===== src/rtl/miriscv_mem_arbiter.sv =====
// Two-requester (fetch / load-store) arbiter onto one fixed-latency RAM port.
// Define MIRISCV_ARB_RR_EN for round-robin arbitration; fixed data-first priority otherwise.
module miriscv_mem_arbiter #(
  parameter int unsigned MEM_LATENCY = 1
) (
  input  logic        clk_i,
  input  logic        rst_n_i,

  input  logic        instr_req_i,
  input  logic [31:0] instr_addr_i,
  output logic        instr_gnt_o,
  output logic        instr_rvalid_o,
  output logic [31:0] instr_rdata_o,

  input  logic        data_req_i,
  input  logic        data_we_i,
  input  logic [3:0]  data_be_i,
  input  logic [31:0] data_addr_i,
  input  logic [31:0] data_wdata_i,
  output logic        data_gnt_o,
  output logic        data_rvalid_o,
  output logic [31:0] data_rdata_o,

  output logic        mem_req_o,
  output logic        mem_we_o,
  output logic [3:0]  mem_be_o,
  output logic [31:0] mem_addr_o,
  output logic [31:0] mem_wdata_o,
  input  logic [31:0] mem_rdata_i
);

  typedef enum logic {StIdle, StBusy} state_e;

  localparam logic [2:0] Lat = 3'(MEM_LATENCY);

  state_e     state_q, state_d;
  logic [2:0] cnt_q, cnt_d;
  logic       owner_q, owner_d;  // 1: fetch owns the outstanding access
  logic       we_q, we_d;
  logic       resp, can_grant, grant_instr, grant_data;
`ifdef MIRISCV_ARB_RR_EN
  logic       last_q, last_d;    // 1: fetch was granted last
`endif

  always_comb begin
    resp        = (state_q == StBusy) && (cnt_q == 3'd1) && !rst_n_i;
    can_grant   = !rst_n_i && ((state_q == StIdle) || resp);
    grant_instr = 1'b0;
    grant_data  = 1'b0;
    if (can_grant) begin
`ifdef MIRISCV_ARB_RR_EN
      if (instr_req_i && data_req_i) begin
        grant_instr = ~last_q;
        grant_data  = last_q;
      end else begin
        grant_instr = instr_req_i;
        grant_data  = data_req_i;
      end
`else
      grant_data  = data_req_i;
      grant_instr = instr_req_i && !data_req_i;
`endif
    end
  end

  always_comb begin
    mem_req_o   = 1'b0;
    mem_we_o    = 1'b0;
    mem_be_o    = 4'h0;
    mem_addr_o  = 32'h0;
    mem_wdata_o = 32'h0;
    if (grant_data) begin
      mem_req_o   = 1'b1;
      mem_we_o    = data_we_i;
      mem_be_o    = data_be_i;
      mem_addr_o  = data_addr_i;
      mem_wdata_o = data_wdata_i;
    end else if (grant_instr) begin
      mem_req_o   = 1'b1;
      mem_be_o    = 4'hF;
      mem_addr_o  = instr_addr_i;
    end
  end

  assign instr_gnt_o    = grant_instr;
  assign data_gnt_o     = grant_data;
  assign instr_rvalid_o = resp && owner_q;
  assign data_rvalid_o  = resp && !owner_q;
  assign instr_rdata_o  = instr_rvalid_o ? mem_rdata_i : 32'h0;
  // Write responses carry no data.
  assign data_rdata_o   = (data_rvalid_o && !we_q) ? mem_rdata_i : 32'h0;

  always_comb begin
    state_d = state_q;
    cnt_d   = cnt_q;
    owner_d = owner_q;
    we_d    = we_q;
`ifdef MIRISCV_ARB_RR_EN
    last_d  = last_q;
`endif
    if (state_q == StBusy) begin
      cnt_d = cnt_q - 3'd1;
      if (cnt_q == 3'd1) begin
        state_d = StIdle;
      end
    end
    if (grant_instr || grant_data) begin
      state_d = StBusy;
      cnt_d   = Lat;
      owner_d = grant_instr;
      we_d    = grant_data && data_we_i;
`ifdef MIRISCV_ARB_RR_EN
      last_d  = grant_instr;
`endif
    end
  end

  always_ff @(posedge clk_i) begin
    if (rst_n_i) begin
      state_q <= StIdle;
      cnt_q   <= 3'd0;
      owner_q <= 1'b0;
      we_q    <= 1'b0;
`ifdef MIRISCV_ARB_RR_EN
      last_q  <= 1'b0;
`endif
    end else begin
      state_q <= state_d;
      cnt_q   <= cnt_d;
      owner_q <= owner_d;
      we_q    <= we_d;
`ifdef MIRISCV_ARB_RR_EN
      last_q  <= last_d;
`endif
    end
  end

endmodule


===== config.mk =====
export PLATFORM = sky130hd
export DESIGN_NAME = miriscv_mem_arbiter
export DESIGN_NICKNAME = d
export VERILOG_FILES = /design/src/rtl/miriscv_mem_arbiter.sv
export SDC_FILE = /design/constraint.sdc
export NUM_CORES = 1
export LEC_CHECK = 0
export ABC_AREA = 1
export CAP_MARGIN = 20
export CORE_AREA = 2 2 107 109
export DETAILED_ROUTE_END_ITERATION = 10
export DIE_AREA = 0 0 109 111
export DONT_BUFFER_PORTS = 1
export SLEW_MARGIN = 10
export SYNTH_ARGS = -nofsm -noshare
export SYNTH_HDL_FRONTEND = slang
export SYNTH_SLANG_ARGS = --single-unit
export TNS_END_PERCENT = 5

===== constraint.sdc =====
create_clock -name clk_i -period 2.4 [get_ports clk_i]
set_clock_uncertainty 0.15 [all_clocks]
set_input_delay 0.48 -clock clk_i [delete_from_list [all_inputs] [get_ports clk_i]]
set_output_delay 0.48 -clock clk_i [all_outputs]
set_load 0.02 [all_outputs]

[After elaboration in Yosys (flattened, before gate mapping)]
Cells that the tools add are included.
Word-level totals
  register bits after elaboration: 6
  input port bits: 137
  output and inout bits: 138
  word-level logic and storage cells: 41
Cells by class
  add/subtract/negate cells: 1
  equality and inequality tests: 1
  muxes and demuxes: 17
  bitwise gates (word level): 1
  reduce and logical (&&, ||, !) cells: 16
Operators by type and width (number)
  $mux 32: 5
  $mux 1: 10
  $logic_and 1x1->1: 8
  $mux 4: 2
  $logic_not 1->1: 4
  $eq 3x1->1 const B: 1
  $sub 3x1->3 const B: 1
  $logic_or 1x1->1: 2
  $reduce_bool 2->1: 1
  $reduce_or 2->1: 1
  $not 1->1: 1

[Depth between registers and ports, before layout]
  word-level depth: 8
  gate-level depth with buffers: 10
  gate-level depth less buffers: 8

[Least setup slack after synthesis]
No wires, ideal clock.
  path kind: input -> output
  start point: in rst_n_i
  end point: out instr_rdata_o[10]
  arrival: 1.437 ns
  required time: 1.770 ns
  setup slack: 0.333 ns
  stages: 6
  cell sequence: inv_2 > nand2_1 > nor2_2 > inv_2 > buf_2 > nor2_1
On the way
  longest elaborated chain between the ends: 4
RTL lines
  start, declared: line 7  | input logic rst_n_i,
  $logic_not 1->1: line 46  | resp = (state_q == StBusy) && (cnt_q == 3'd1) && !rst_n_i;
  $logic_and 1x1->1: line 46
  $logic_and 1x1->1: line 87  | assign instr_rvalid_o = resp && owner_q;
  named net instr_rvalid_o: line 12  | output logic instr_rvalid_o,
  $mux 32: line 89  | assign instr_rdata_o = instr_rvalid_o ? mem_rdata_i : 32'h0;
  end, declared: line 13  | output logic [31:0] instr_rdata_o,
The timed path passes the listed nets, and every way through them passes these cells.

[Final worst setup path]
  start point: reg cnt_q[1]
  end point: out data_rdata_o[5]
On the way
  longest elaborated chain between the ends: 6
RTL lines
  start, declared: line 37  | logic [2:0] cnt_q, cnt_d;
  start signal, assigned: line 129  | cnt_q <= cnt_d;
  $eq 3x1->1: line 46
  $logic_and 1x1->1 (2 in a row): line 46
  $logic_and 1x1->1: line 88  | assign data_rvalid_o = resp && !owner_q;
  $logic_and 1x1->1: line 91  | assign data_rdata_o = (data_rvalid_o && !we_q) ? mem_rdata_i : 32'h0;
  $mux 32: line 91
  end, declared: line 22  | output logic [31:0] data_rdata_o,
Every way passes these cells.

==> metrics <==
initial antenna violation count 0; crit-path max FO 10; Yosys top cell area share 0.2428; Async SR Flop Fraction 0; Cells after Synth 324; Sw Ratio 0.4258; largest family of logic cells by synthesized area simple AND/OR/NAND/NOR gates; Die W 109 µm; GR Util met1 0.08016; Post-Synth XOR/XNOR Area 0.01030; Inserted Clock Buffers 3; largest area contributor in the netlist nand2_1; Via density 3.827; clk buf depth 2; 1st-pass router iterations 4; Hold/Removal Path Class in2reg; die area 0.01210 mm²; post-synthesis sequential area ratio 0.07064; Final period util 0.9589; mux cell area share after synthesis 0.005887; vias in the first global route 1,595; Slew HR 0.7325; top achievable clock speed 434.5 MHz; Total Routing Usage GR 0.08080; Design Power 0.7937 mW; row count 39; first-pass GRT wire length 7776 µm; Seq pwr share 0.151; Synth Register Bits 6; fraction of layout cells with a size suffix above 1 0.3484; CTS tree yes; Crit. End Element output pin; setup TNS 0 ns; Post-Syn Area 0.001700 mm²; core footprint 0.01108 mm²; P_leak 1.555 nW; DRC viols 0; number of enable flip-flop cells after synthesis 0; Slew Viols, Final 0; Synth Area in Simple Gates 0.6372; Reg2Reg Setup Slack 0.89 ns; Top-Level Pins 275; Comb pwr share 0.512; Final Hold Fails 0; Req. time, crit path 1.77 ns; status finished, final reports clean; pwr dens 299.8 mW/mm²; worst IR drop on VDD 0.2210 mV; WL/cell 11.69 µm; Final HPWL DP 5154 µm; most instantiated cells after synthesis nand2_1, inv_1, nor2_1; vias after detailed routing 2,074; placed insts 532; Worst Path Arrival 1.67 ns; ranking of synthesized cells by area nand2_1, nor2_4, inv_1, nor2_1, dfxtp_1; Startpoint Class register; Post-Syn Nets 463; Switch Pwr 0.3379 mW; met2 Resource Use GR 0.1665; Final ANT Viol Nets 0; Slew @ Worst Pin 0.3994 ns; grt met3 use 0.01764; Max-Cap Viols 0; top-count cell post-synth nand2_1; Die Ht 111 µm; fin cells 542; CTS root buf clkbuf_16; Adder-Cell Fraction of Synth Area 0.01472; GR peak layer met2; area growth from synthesis to layout 55.70%; port bufs 0; Ys Warns 0; Primary FF master, synth dfxtp_1; remaining global-route overflow 0; Clock transition at path regs 0.03 ns; hold_buf cts 0; post-synthesis compound-gate area fraction 0.01325; Crit Path Class reg2out; # setup viols final 0; clk_lat worst skew 0.23 ns; Pint 0.4558 mW; H-tree Lvls 1; Post-Route WL 6334 µm; DRT iter0 DRCs 53; Final Critical Period 2.301 ns; starting density of the core 0.1535; largest net degree at the start of global routing 40; GP Congestion 0.7003; unrepaired setup endpoints after global routing true; fin nets 540; syn avg cell area 5.248 µm²; clock sink total 6; n_diodes 0; post-synth cell types 25; power share of the clock group 0.337; Final Util 0.2390
==> metrics by stage <==
| step | worst slack (ns) | hold slack (ns) | instance area (µm²) |
|---|---|---|---|
| 4_1_cts | 0.006561 | 0.1634 | 2492 |
| 3_5_place_dp | 0.2537 | 0.3233 | 2417 |
| 2_1_floorplan | 0.3327 | 0.2957 | 1700 |
| 3_3_place_gp | 0.2960 | 0.3254 | 2417 |
| 6_report | 0.09875 | 0.1594 | 2648 |
| 5_1_grt | -0.01112 | 0.1610 | 2648 |
==> path summary, 6_finish.rpt <==
kind | from | to | cells past startpoint
min | rst_n_i | cnt_q[0] | 1
max reg2reg | cnt_q[1] | we_q | 9
max | cnt_q[1] | data_rdata_o[5] | 7
min reg2reg | we_q | we_q | 2
==> flip-flops by register name, summed over array words and instances, names as in the netlist <==
register,cells
we_q,1
state_q,1
cnt_q,3
owner_q,1
==> routing by layer <==
| metal | up-vias | wire length [µm] | part of all wire |
|---|---|---|---|
| li1 | 1049 | - | - |
| met1 | 863 | 2299 | 0.36 |
| met2 | 158 | 3376 | 0.53 |
| met3 | 4 | 625 | 0.099 |
| met4 | 0 | 32 | 0.0051 |
| met5 | - | 0 | 0 |
==> layout make-up <==
type / instances / area, µm²
Multi-Input combinational cell: 225 / 1187
Tap cell: 143 / 178.9
Clock buffer: 3 / 75.07
Sequential cell: 6 / 121.4
Inverter: 77 / 296.5
Timing Repair Buffer: 88 / 788.3
Fill cell: 1225 / 8429
==> worst max-delay path, cell delays in order (launching register included) <==
cell	delay, ns
dfxtp_1	0.30
inv_2	0.07
ha_2	0.18
nand3_2	0.11
nor3_4	0.23
nand2_4	0.12
buf_4	0.24
nor2_4	0.17
==> power groups by stage <==
stage	combinational (mW)	clock, mW	sequential (mW)
detailed placement	0.380	0	0.120
global placement	0.380	0	0.120
finish	0.406	0.268	0.120
CTS	0.381	0.274	0.119
floorplan	0.287	0	0.118
global route	0.439	0.279	0.121
==> cells by family (layout without fill, tap and decap cells) <==
group	count (synthesis)	in the layout
buf+inv	93	168
simple gates	216	216
mux	1	1
flops	6	6
compound gates	4	4
fa+ha+maj	2	2
xor+xnor	2	2
==> placed cells by master, fill, tap and decap left out <==
master / Yosys / routed
ha_2: 0 / 1
nand4_4: 0 / 1
nand2_4: 1 / 2
o211ai_1: 1 / 1
clkbuf_16: 0 / 6
ha_1: 2 / 1
o21ai_0: 1 / 1
dfxtp_1: 6 / 5
nand3_2: 2 / 1
mux2i_1: 1 / 1
xnor2_1: 1 / 1
nor2_1: 68 / 68
nand3_4: 0 / 1
inv_2: 4 / 4
a21oi_1: 2 / 2
buf_4: 1 / 79
xor2_1: 1 / 1
nor2_4: 30 / 30
dfxtp_2: 0 / 1
nor3_4: 1 / 1
nand2_2: 1 / 2
nand2_1: 110 / 108
buf_12: 3 / 6
inv_4: 0 / 3
nor2_2: 1 / 1
nand3_1: 1 / 1
inv_1: 73 / 70
==> what timing repair did <==
action                     CTS  global route
resized for setup            0            13
setup buffers                0             4
setup endpoints to repair    0            56
No activity file was read; power rests on OpenSTA's default activity.
